==> config.mk <==
export PLATFORM = sky130hd
export DESIGN_NAME = i2s_sample_rx_flat
export DESIGN_NICKNAME = d
export VERILOG_FILES = /design/src/rtl/i2s_sample_rx_if.sv /design/src/rtl/i2s_sample_rx.sv /design/src/flat_wrapper.sv
export SDC_FILE = /design/constraint.sdc
export NUM_CORES = 1
export LEC_CHECK = 0
export ABC_AREA = 1
export BUFFER_PORTS_ARGS = -buffer_cell sky130_fd_sc_hd__buf_4
export CAP_MARGIN = 40
export CORE_MARGIN = 1
export CORE_UTILIZATION = 53
export DETAILED_ROUTE_END_ITERATION = 8
export PLACE_DENSITY = 0.81
export SYNTH_ARGS = -nofsm -noshare
export SYNTH_HDL_FRONTEND = slang
export SYNTH_SLANG_ARGS = --single-unit
==> constraint.sdc <==
create_clock -name clk -period 2.3 [get_ports clk]
set_input_delay 0.345 -clock clk [delete_from_list [all_inputs] [get_ports clk]]
set_output_delay 0.345 -clock clk [all_outputs]
set_load 0.1 [all_outputs]
==> src/rtl/i2s_sample_rx_if.sv <==
// Bundle between the codec serial pins and the sample word handed to the pitch-shift datapath.
// The slave modport belongs to the receiver; the master modport drives the codec pins and observes results.
interface i2s_sample_rx_if #(
  parameter int WIDTH = 16
);
  logic             bclk;
  logic             lrclk;
  logic             sdata;
  logic [WIDTH-1:0] Sample;
  logic             ready;
  logic             frame_err;

  modport master (
    output bclk,
    output lrclk,
    output sdata,
    input  Sample,
    input  ready,
    input  frame_err
  );

  modport slave (
    input  bclk,
    input  lrclk,
    input  sdata,
    output Sample,
    output ready,
    output frame_err
  );
endinterface

==> src/rtl/i2s_sample_rx.sv <==
// I2S ADC receiver for one channel: oversamples bclk/lrclk/sdata in the system clock domain
// and emits each complete WIDTH-bit word with a one-cycle ready strobe.
module i2s_sample_rx #(
  parameter int WIDTH       = 16,
  parameter int SYNC_STAGES = 2
) (
  input  logic           clk,
  input  logic           reset,
  input  logic           channel_sel,
  i2s_sample_rx_if.slave bus
);

  localparam int              CNT_W    = (WIDTH > 2) ? $clog2(WIDTH) : 1;
  localparam logic [CNT_W-1:0] LAST_CNT = CNT_W'(WIDTH - 2);

  typedef enum logic [1:0] {
    IDLE,
    DELAY,
    SHIFT,
    DONE
  } state_e;

  logic [SYNC_STAGES-1:0] bclk_sync_q, bclk_sync_d;
  logic [SYNC_STAGES-1:0] lrclk_sync_q, lrclk_sync_d;
  logic [SYNC_STAGES-1:0] sdata_sync_q, sdata_sync_d;
  logic                   bclk_prev_q, bclk_prev_d;
  logic                   rise_q, rise_d;
  logic                   lr_q, lr_d;
  logic                   sd_q, sd_d;
  logic                   seen_q, seen_d;
  logic                   slot_ch_q, slot_ch_d;
  logic                   cap_q, cap_d;
  state_e                 state_q, state_d;
  logic [WIDTH-1:0]       shift_q, shift_d;
  logic [CNT_W-1:0]       bitcnt_q, bitcnt_d;
  logic                   done_q, done_d;
  logic                   err_q, err_d;
  logic [WIDTH-1:0]       sample_q, sample_d;
  logic                   ready_q, ready_d;
  logic                   frame_err_q, frame_err_d;
  logic                   slot_start;

  // Front end: synchronisers plus a registered rise detect. lr_q/sd_q are
  // registered alongside rise_q so they carry the values seen at that bclk rise.
  always_comb begin
    bclk_sync_d  = {bclk_sync_q[SYNC_STAGES-2:0], bus.bclk};
    lrclk_sync_d = {lrclk_sync_q[SYNC_STAGES-2:0], bus.lrclk};
    sdata_sync_d = {sdata_sync_q[SYNC_STAGES-2:0], bus.sdata};
    bclk_prev_d  = bclk_sync_q[SYNC_STAGES-1];
    rise_d       = bclk_sync_q[SYNC_STAGES-1] & ~bclk_prev_q;
    lr_d         = lrclk_sync_q[SYNC_STAGES-1];
    sd_d         = sdata_sync_q[SYNC_STAGES-1];
  end

  // The first rise after reset only records lrclk, so a slot already in
  // progress at release never looks like a slot start.
  always_comb begin
    slot_start  = rise_q & seen_q & (lr_q != slot_ch_q);
    seen_d      = seen_q;
    slot_ch_d   = slot_ch_q;
    cap_d       = cap_q;
    state_d     = state_q;
    shift_d     = shift_q;
    bitcnt_d    = bitcnt_q;
    done_d      = 1'b0;
    err_d       = 1'b0;
    ready_d     = done_q;
    frame_err_d = err_q;
    sample_d    = done_q ? shift_q : sample_q;

    if (rise_q) begin
      seen_d    = 1'b1;
      slot_ch_d = lr_q;
      if (slot_start) begin
        cap_d = (lr_q == channel_sel);
      end
      unique case (state_q)
        IDLE: begin
          if (slot_start) begin
            state_d = DELAY;
          end
        end
        DELAY: begin
          if (slot_start) begin
            err_d = 1'b1;
          end else begin
            shift_d  = {shift_q[WIDTH-2:0], sd_q};
            bitcnt_d = '0;
            state_d  = SHIFT;
          end
        end
        SHIFT: begin
          shift_d  = {shift_q[WIDTH-2:0], sd_q};
          bitcnt_d = bitcnt_q + CNT_W'(1);
          // With exactly WIDTH-bit slots the LSB arrives on the next slot's first rise.
          if (bitcnt_q == LAST_CNT) begin
            done_d  = cap_q;
            state_d = slot_start ? DELAY : DONE;
          end else if (slot_start) begin
            err_d   = 1'b1;
            state_d = DELAY;
          end
        end
        DONE: begin
          if (slot_start) begin
            state_d = DELAY;
          end
        end
        default: state_d = IDLE;
      endcase
    end
  end

  always_ff @(posedge clk or negedge reset) begin
    if (!reset) begin
      bclk_sync_q  <= '0;
      lrclk_sync_q <= '0;
      sdata_sync_q <= '0;
      bclk_prev_q  <= 1'b0;
      rise_q       <= 1'b0;
      lr_q         <= 1'b0;
      sd_q         <= 1'b0;
      seen_q       <= 1'b0;
      slot_ch_q    <= 1'b0;
      cap_q        <= 1'b0;
      state_q      <= IDLE;
      shift_q      <= '0;
      bitcnt_q     <= '0;
      done_q       <= 1'b0;
      err_q        <= 1'b0;
      sample_q     <= '0;
      ready_q      <= 1'b0;
      frame_err_q  <= 1'b0;
    end else begin
      bclk_sync_q  <= bclk_sync_d;
      lrclk_sync_q <= lrclk_sync_d;
      sdata_sync_q <= sdata_sync_d;
      bclk_prev_q  <= bclk_prev_d;
      rise_q       <= rise_d;
      lr_q         <= lr_d;
      sd_q         <= sd_d;
      seen_q       <= seen_d;
      slot_ch_q    <= slot_ch_d;
      cap_q        <= cap_d;
      state_q      <= state_d;
      shift_q      <= shift_d;
      bitcnt_q     <= bitcnt_d;
      done_q       <= done_d;
      err_q        <= err_d;
      sample_q     <= sample_d;
      ready_q      <= ready_d;
      frame_err_q  <= frame_err_d;
    end
  end

  assign bus.Sample    = sample_q;
  assign bus.ready     = ready_q;
  assign bus.frame_err = frame_err_q;

endmodule

==> src/flat_wrapper.sv <==
// flat-port wrapper written by rule: the top's interface ports become plain ports
module i2s_sample_rx_flat 
#(
  parameter int WIDTH       = 16,
  parameter int SYNC_STAGES = 2
)
  (clk, reset, channel_sel, bus_bclk, bus_lrclk, bus_sdata, bus_Sample, bus_ready, bus_frame_err);
  i2s_sample_rx_if #(.WIDTH(WIDTH)) bus_i ();
  input  logic clk;
  input  logic reset;
  input  logic channel_sel;
  input wire logic [$bits(bus_i.bclk)-1:0] bus_bclk;
  input wire logic [$bits(bus_i.lrclk)-1:0] bus_lrclk;
  input wire logic [$bits(bus_i.sdata)-1:0] bus_sdata;
  output wire logic [$bits(bus_i.Sample)-1:0] bus_Sample;
  output wire logic [$bits(bus_i.ready)-1:0] bus_ready;
  output wire logic [$bits(bus_i.frame_err)-1:0] bus_frame_err;
  assign bus_i.bclk = bus_bclk;
  assign bus_i.lrclk = bus_lrclk;
  assign bus_i.sdata = bus_sdata;
  assign bus_Sample = bus_i.Sample;
  assign bus_ready = bus_i.ready;
  assign bus_frame_err = bus_i.frame_err;
  i2s_sample_rx #(.WIDTH(WIDTH), .SYNC_STAGES(SYNC_STAGES)) u_core (.clk(clk), .reset(reset), .channel_sel(channel_sel), .bus(bus_i));
endmodule
==> results of run 1 <==
[routing by layer]
| metal | GRT usage, % | wire length, um | part of all wire [%] |
|---|---|---|---|
| met5 | 0 | 0 | 0 |
| met4 | 6.25 | 58 | 1.8 |
| met3 | 5.00 | 113 | 3.4 |
| met2 | 24.6 | 1500 | 46 |
| met1 | 20.8 | 1600 | 49 |
[logic make-up (layout without fill, tap and decap cells)]
kind of cell | after synthesis | after routing | synth area share, %
compound gates | 39 | 39 | 11.6
fa+ha+maj | 4 | 4 | 2.15
xor+xnor | 1 | 1 | 0.376
simple gates | 68 | 68 | 18.6
flops | 55 | 55 | 59.0
mux | 2 | 2 | 0.966
buf+inv | 32 | 57 | 7.30
[power by group through the flow]
| stage | combinational (W) | sequential [W] | clock [W] |
|---|---|---|---|
| floorplan | 0.000386 | 0.00116 | 0 |
| global placement | 0.000446 | 0.00116 | 0 |
| detailed placement | 0.000461 | 0.00116 | 0 |
| CTS | 0.000466 | 0.00115 | 0.000576 |
| global route | 0.000511 | 0.00116 | 0.000607 |
| finish | 0.000458 | 0.00114 | 0.000551 |
[cells in the mapped netlist (4+ instances only)]
library cell  instances  area [um2]
or2_2                 4        25.0
dfrtp_1              55        1380
nand2_1              13        48.8
ha_1                  4        50.1
nand2_4              11         124
nand2_2              10        62.6
nor2_1               18        67.6
a21oi_1              16        80.1
o21ai_2              20         175
inv_1                24        90.1
nand3_1               5        25.0
[final timing paths]
path,slack (ns),to,cells after the start,start
hold / removal,0.07,u_core.bitcnt_q[2]$_DFFE_PN0P_,1,reset
min in group clk,0.14,u_core.sdata_sync_q[0]$_DFF_PN0_,1,bus_sdata
setup / recovery,0.74,u_core.shift_q[3]$_DFFE_PN0P_,8,u_core.state_q[0]$_DFFE_PN0P_
setup reg to reg,0.74,u_core.shift_q[3]$_DFFE_PN0P_,8,u_core.state_q[0]$_DFFE_PN0P_
max in group asynchronous,1.76,u_core.cap_q$_DFFE_PN0P_,1,reset
hold reg to reg,0.35,u_core.bus.frame_err$_DFF_PN0_,0,u_core.err_q$_DFF_PN0_
[registers in the layout, indices dropped and copies added, names as in the netlist, 2 cells and up]
name,flops
u_core.bclk_sync_q,2
u_core.bitcnt_q,4
u_core.sdata_sync_q,2
u_core.shift_q,16
u_core.bus.Sample,16
u_core.state_q,2
u_core.lrclk_sync_q,2
[through the flow]
stage          power [W]  instances  hold slack, ns  utilization [%]  cell area [um2]
2_1_floorplan    0.00155        201          0.0494                -             2330
4_1_cts          0.00219        276          0.0926             63.4             2610
6_report         0.00215        276          0.0670             63.4             2610
3_3_place_gp     0.00160        268           0.332             61.1             2510
3_5_place_dp     0.00162        268           0.335             61.1             2510
5_1_grt          0.00228        276           0.123             63.4             2610
[final cells by class]
class                      instances  area, um2  share of cell area, %
clock buffer                       6       82.6                   3.16
clock inverter                     2       13.8                  0.527
inverter                          24       90.1                   3.45
multi-input combinational        114        785                   30.1
sequential                        55       1380                   52.7
tap                               50       62.6                   2.40
timing repair buffer              25        200                   7.67
==> metrics, run 1 <==
status=finished clean; Seq cells post-synth=55; port bufs=23; Crit path max-delay family=buffers and inverters; Startpoint Class=flop; first-pass GRT wire length=5300 um; initial DRC count=91; Avg Inst Size Synth=11.6 um2; worst slack at placement=0.761 ns; actual slew at the worst max-slew pin=0.687 ns; final wirelength=3280 um; CP Max Fanout=40; Longest Clk Path Bufs=2; Yosys warning count=0; max-slew violation count=0; hold_buf cts=0; largest net degree at the start of global routing=56; core area=0.00412 mm2; Clock Pin Slew Worst Setup and Hold Paths=0.10 ns; Post-DRT Antenna Nets=0; Seq/Total Area, Yosys=59.0%; Max Cap Viol=0; row cnt=23; sw power=0.000677 W; Int Pwr=0.00148 W; All-Layer GR Usage=16.0%; DR WL/cell=11.9 um; nets=235; die span in x=68.3 um; CP Cell Sequence=inv_1, ha_1, inv_1, nand2_1, nand3_4, buf_12, nand2_2, o21ai_2; synth unique cells=23; crit path buf inv count=3; class of the worst hold path=input pin to asynchronous set/reset pin; Post-synth EDFFs=0; Pwr Density=825 mW/mm2; area grow syn2layout=12.0%; vias in the first global route=1,169; DR vias=1,320; CP max-delay cell=dfrtp_1; CTS buffer count=5; Clock Latency Late Sink=0.31 ns; Leakage=1.26 nW; GRT overflow=0; CP Class=flop to flop; setup slack after layout=0.736 ns; fmax=639 MHz; setup violators final=0; CTS tree=done; Diodes inserted=0; peak supply drop=0.523 mV; Main synth FF type=dfrtp_1; Final Hold Fails=0; WP data arrival=1.75 ns; DIE AREA=0.00467 mm2; Setup Skew=0.0113 ns; final worst path period need=1.56 ns; RSZ-0062 raised after global routing=false; H-tree depth=2; Netlist Area Pre-Place=0.00233 mm2; crit-path most repeated cell=inv_1; Tcrit/Tclk final=68.0%; Gate power share=21.3%; Clock Power Share=25.6%; syn nets=211; post_cts resized=0; Starting Density=56.6%; vias per std cell=4.78; Detailed Routing Iterations Pass 1=4; total negative slack=0 ns; CP Capture Type=flop; layout cells sized above 1=37.2%; Mapped Cells=201; worst stage delay on the critical path=0.41 ns; Seq pwr share=53.1%; sw frac=31.5%; Root Buffer Master=clkbuf_8; DP HPWL=2200 um; IO Pins=24; initial antenna violation count=0; relative slew slack=54.2%; commonest non-fill, non-tap cell in the layout=dfrtp_1; Fillers=343; Die Y=68.3 um; most frequent cells in the layout=55 x dfrtp_1, 24 x inv_1, 24 x buf_4, 20 x o21ai_2, 18 x nor2_1; Post-CTS Setup Inserts=0; CP required=2.49 ns; async set-reset flop share out of synthesis=100%; Sinks on Clock Net=55; DRC viols=0; GP Congestion=0.788
Power figures use the tool's default switching activity.
==> run 2, diff against run 1 <==
CORE_UTILIZATION = 52   (was 53)
PLACE_DENSITY = 0.83   (was 0.81)
clock period = 1.35 ns   (was 2.3 ns; I/O delays follow)
==> metrics, run 2 (same netlist as run 1, synthesis figures left out) <==
core area=0.00414 mm2; port bufs=23; Tcrit/Tclk final=103%; Clock Power Share=25.6%; die span in x=69.0 um; final wirelength=4080 um; Longest Clk Path Bufs=2; reg2reg start=u_core.state_q[0]$_DFFE_PN0P_; FF/Latch Area=0.00138 mm2; GP Congestion=0.867; IO Pins=24; Startpoint Class=flop; Setup Skew=0.0106 ns; worst slack at placement=-0.0781 ns; r2r setup slk=-0.04 ns; placed cell area=0.00260 mm2; Starting Density=56.3%; CP Class=flop to flop; Final Hold Fails=0; CP Max Fanout=8; Clock Pin Slew Worst Setup and Hold Paths=0.10 ns; final worst path period need=1.39 ns; first-pass GRT wire length=6760 um; DRC viols=0; Int Pwr=0.00291 W; Die Y=69.0 um; actual slew at the worst max-slew pin=0.329 ns; CP Cell Sequence=buf_6, ha_4, nand3_4, nand3_4, buf_12, nand2_4, o21ai_2; DP HPWL=2580 um; r2r worst-path depth=7; DR vias=1,494; sw power=0.00135 W; Seq pwr share=46.3%; most frequent cells in the layout=55 x dfrtp_1, 34 x buf_4, 21 x inv_1, 20 x o21ai_2, 17 x nor2_1; Worst Hold Margin=0.211 ns; WP data arrival=1.60 ns; relative slew slack=78.1%; CP max-delay cell=dfrtp_1; vias in the first global route=1,442; Crit path depth=7; RSZ-0062 raised after global routing=true; Detailed Routing Iterations Pass 1=4; r2r endpoint=u_core.shift_q[1]$_DFFE_PN0P_; area grow syn2layout=24.6%; peak supply drop=0.935 mV; Post-DRT Antenna Nets=0; Pwr Density=1470 mW/mm2; total negative slack=-0.580 ns; H-tree depth=2; Fillers=282; initial antenna violation count=0; GRT overflow=0; sw frac=31.7%; commonest non-fill, non-tap cell in the layout=dfrtp_1; CTS tree=done; Clock Latency Late Sink=0.31 ns; Final Instance Area=0.00290 mm2; max-slew violation count=0; status=finished with violations; Diodes inserted=0; DIE AREA=0.00475 mm2; CTS buffer count=5; row cnt=23; vias per std cell=5.05; Max Cap Viol=0; Util after Layout=70.1%; layout cells sized above 1=43.9%; Multi-input gate area=850 um2; CP required=1.56 ns; Leakage=1.39 nW; CP Capture Point=u_core.shift_q[1]$_DFFE_PN0P_; All-Layer GR Usage=20.3%; Gate power share=28.1%; Crit path max-delay family=flip-flops; nets=255; CP Capture Type=flop; fmax=717 MHz; Root Buffer Master=clkbuf_8; class of the worst hold path=input pin to flop; setup slack after layout=-0.0448 ns; CP startpoint=u_core.state_q[0]$_DFFE_PN0P_; setup violators final=21; crit path buf inv count=2; crit-path most repeated cell=nand3_4; DR WL/cell=13.8 um; initial DRC count=107; failing checks=setup timing; Sinks on Clock Net=55; largest net degree at the start of global routing=32; worst stage delay on the critical path=0.42 ns
## run 2: changes by cell type in the layout (fill, tap and decap cells not counted), moves of 3 or more
cell           before  now
buf_6               0    3
nand2_4            11   16
inv_1              24   21
nand2_2            10    6
buf_4              24   34
dlygate4sd3_1       0    4
## run 2: area by class of cell
| class | count | share of cell area (%) |
|---|---|---|
| multi-input cells | 114 | 29.3 |
| flip-flops and latches | 55 | 47.4 |
| clock inverters | 2 | 1.34 |
| repair buffers | 45 | 14.2 |
| well taps | 50 | 2.15 |
| inverters | 24 | 3.19 |
| clock buffers | 6 | 2.50 |
## run 2: worst reg2reg max path: cells and delay by family (launching register included)
family / cells / cell delay, ns
AND/OR/NAND/NOR: 3 / 0.31
AO/OA/AOI/OAI: 1 / 0.05
buffers and inverters: 2 / 0.35
flip-flops: 1 / 0.42
adder cells (fa/ha/maj): 1 / 0.17
## run 2: metrics by stage
step	instances	total power [W]
6_report	296	0.00426
3_3_place_gp	278	0.00283
3_5_place_dp	278	0.00288
4_1_cts	295	0.00411
5_1_grt	296	0.00447
2_1_floorplan	201	0.00264
## run 2: worst min path at each step
stage / startpoint / to / slack, ns / depth (start not counted)
6_report: channel_sel / u_core.cap_q$_DFFE_PN0P_ / 0.21 / 3
2_1_floorplan: reset / u_core.bclk_prev_q$_DFF_PN0_ / -0.09 / 0
3_3_place_gp: reset / u_core.lrclk_sync_q[0]$_DFF_PN0_ / 0.12 / 1
4_1_cts: channel_sel / u_core.cap_q$_DFFE_PN0P_ / 0.21 / 3
5_1_grt: channel_sel / u_core.cap_q$_DFFE_PN0P_ / 0.25 / 3
3_5_place_dp: reset / u_core.lrclk_sync_q[0]$_DFF_PN0_ / 0.13 / 1
## run 2: timing repair
action                                  CTS  global route
hold buffers                              4             0
hold endpoints to repair                 27             0
pin swaps                                 1             1
buffers inserted                          4             1
cloned                                    1             0
endpoints found under the setup margin   20            22
gates resized for setup                   9            15
## run 2: power by group through the flow
| stage | registers, W | logic, W | clock network [W] |
|---|---|---|---|
| after floorplan | 0.00198 | 0.000657 | 0 |
| after global placement | 0.00197 | 0.000861 | 0 |
| after detailed placement | 0.00198 | 0.000905 | 0 |
| after CTS | 0.00194 | 0.00105 | 0.00111 |
| after global routing | 0.00199 | 0.00131 | 0.00117 |
| final | 0.00197 | 0.00120 | 0.00109 |
## run 2: per-layer routing
layer,global-route usage (%),vias up,wire length [um]
met4,8.67,0,80
met5,0,-,0
met3,5.26,9,149
li1,-,724,-
met2,32.6,28,2100
met1,25.7,733,1750
==> run 3, diff against run 2 <==
CORE_UTILIZATION = 53   (was 52)
PLACE_DENSITY = 0.81   (was 0.83)
clock period = 1.8 ns   (was 1.35 ns; I/O delays follow)
==> metrics, run 3 (same netlist as run 1, synthesis figures left out) <==
CP Cell Sequence=inv_1, ha_1, inv_1, nand2_1, nand3_4, buf_12, nand2_4, o21ai_2; relative slew slack=56.5%; crit-path most repeated cell=inv_1; DIE AREA=0.00467 mm2; peak supply drop=0.483 mV; setup violators final=0; initial DRC count=62; Clock Power Share=25.0%; DP HPWL=2090 um; DRC viols=0; CTS tree=done; Setup Skew=0.0119 ns; commonest non-fill, non-tap cell in the layout=dfrtp_1; fmax=653 MHz; Gate power share=21.4%; area grow syn2layout=11.8%; Final Hold Fails=51; H-tree depth=2; CP startpoint=u_core.state_q[0]$_DFFE_PN0P_; RSZ-0062 raised after global routing=false; vias per std cell=4.70; Die Y=68.3 um; Root Buffer Master=clkbuf_8; CP Capture Point=u_core.shift_q[13]$_DFFE_PN0P_; CP Max Fanout=40; DR WL/cell=11.2 um; Detailed Routing Iterations Pass 1=4; CP Class=flop to flop; initial antenna violation count=0; die span in x=68.3 um; sw power=0.000874 W; CP max-delay cell=dfrtp_1; r2r endpoint=u_core.shift_q[13]$_DFFE_PN0P_; CP Capture Type=flop; r2r worst-path depth=8; reg2reg start=u_core.state_q[0]$_DFFE_PN0P_; Diodes inserted=0; total negative slack=0 ns; Crit path max-delay family=buffers and inverters; first-pass GRT wire length=5260 um; status=finished with violations; vias in the first global route=1,174; CTS buffer count=5; core area=0.00412 mm2; nets=235; sw frac=32.1%; max-slew violation count=0; worst stage delay on the critical path=0.40 ns; Tcrit/Tclk final=85.1%; Pwr Density=1050 mW/mm2; GP Congestion=0.781; actual slew at the worst max-slew pin=0.653 ns; Worst Hold Margin=-0.0190 ns; All-Layer GR Usage=15.8%; Starting Density=56.6%; class of the worst hold path=input pin to asynchronous set/reset pin; final wirelength=3100 um; failing checks=hold timing; row cnt=23; Int Pwr=0.00185 W; Leakage=1.26 nW; Clock Pin Slew Worst Setup and Hold Paths=0.10 ns; CP required=2.00 ns; WP data arrival=1.73 ns; hold_buf cts=0; IO Pins=24; Pwr Total=0.00273 W; final worst path period need=1.53 ns; Post-CTS Setup Inserts=0; Sinks on Clock Net=55; largest net degree at the start of global routing=56; Longest Clk Path Bufs=2; Seq pwr share=53.6%; Clock Latency Late Sink=0.31 ns; GRT overflow=0; Startpoint Class=flop; DR vias=1,298; Post-DRT Antenna Nets=0; post_cts resized=0; layout cells sized above 1=37.2%; Crit path depth=8; r2r setup slk=0.27 ns; crit path buf inv count=3; port bufs=23; Max Cap Viol=0; most frequent cells in the layout=55 x dfrtp_1, 24 x inv_1, 24 x buf_4, 20 x o21ai_2, 18 x nor2_1
==> run 3: area by class of cell <==
class | count | area, um2
clock buffer | 5 | 68.8
clock inverter | 3 | 23.8
multi-input combinational | 114 | 785
sequential | 55 | 1380
inverter | 24 | 90.1
timing repair buffer | 25 | 200
fill | 345 | 1510
tap | 50 | 62.6
==> run 3: worst reg2reg max path: stages, from the launching register on <==
cell     delay (ns)
dfrtp_1        0.40
inv_1          0.08
ha_1           0.26
inv_1          0.11
nand2_1        0.11
nand3_4        0.09
buf_12         0.22
nand2_4        0.11
o21ai_2        0.05
==> run 3: power groups by stage <==
stage	clock (W)	sequential [W]	combinational (W)
2_1_floorplan	0	0.00149	0.000493
3_3_place_gp	0	0.00148	0.000569
3_5_place_dp	0	0.00148	0.000589
4_1_cts	0.000704	0.00146	0.000595
5_1_grt	0.000762	0.00148	0.000656
6_report	0.000682	0.00146	0.000584
==> run 3: worst min path at each step <==
stage	startpoint	end	slack [ns]	cells past startpoint
floorplan	reset	u_core.bclk_prev_q$_DFF_PN0_	-0.03	0
global placement	u_core.err_q$_DFF_PN0_	u_core.bus.frame_err$_DFF_PN0_	0.33	0
detailed placement	u_core.err_q$_DFF_PN0_	u_core.bus.frame_err$_DFF_PN0_	0.33	0
CTS	reset	u_core.bus.Sample[11]$_DFFE_PN0P_	0.007	1
global route	reset	u_core.bus.Sample[1]$_DFFE_PN0P_	0.04	1
finish	reset	u_core.bus.Sample[1]$_DFFE_PN0P_	-0.02	1
==> run 3: through the flow <==
step           std cells  utilization [%]  worst slack (ns)  instance area [um2]  hold slack, ns
2_1_floorplan        201                -             0.464                 2330         -0.0256
3_5_place_dp         268             61.1             0.280                 2510           0.335
5_1_grt              276             63.3             0.160                 2610          0.0394
6_report             276             63.3             0.269                 2610         -0.0190
3_3_place_gp         268             61.1             0.313                 2510           0.332
4_1_cts              276             63.3             0.263                 2610         0.00729
==> run 3: layer usage <==
metal | wire, um | vias to the layer above | track usage [%]
li1 | - | 682 | -
met1 | 1530 | 590 | 21.1
met2 | 1390 | 19 | 23.0
met3 | 105 | 7 | 4.00
met4 | 78 | 0 | 9.38
met5 | 0 | - | 0
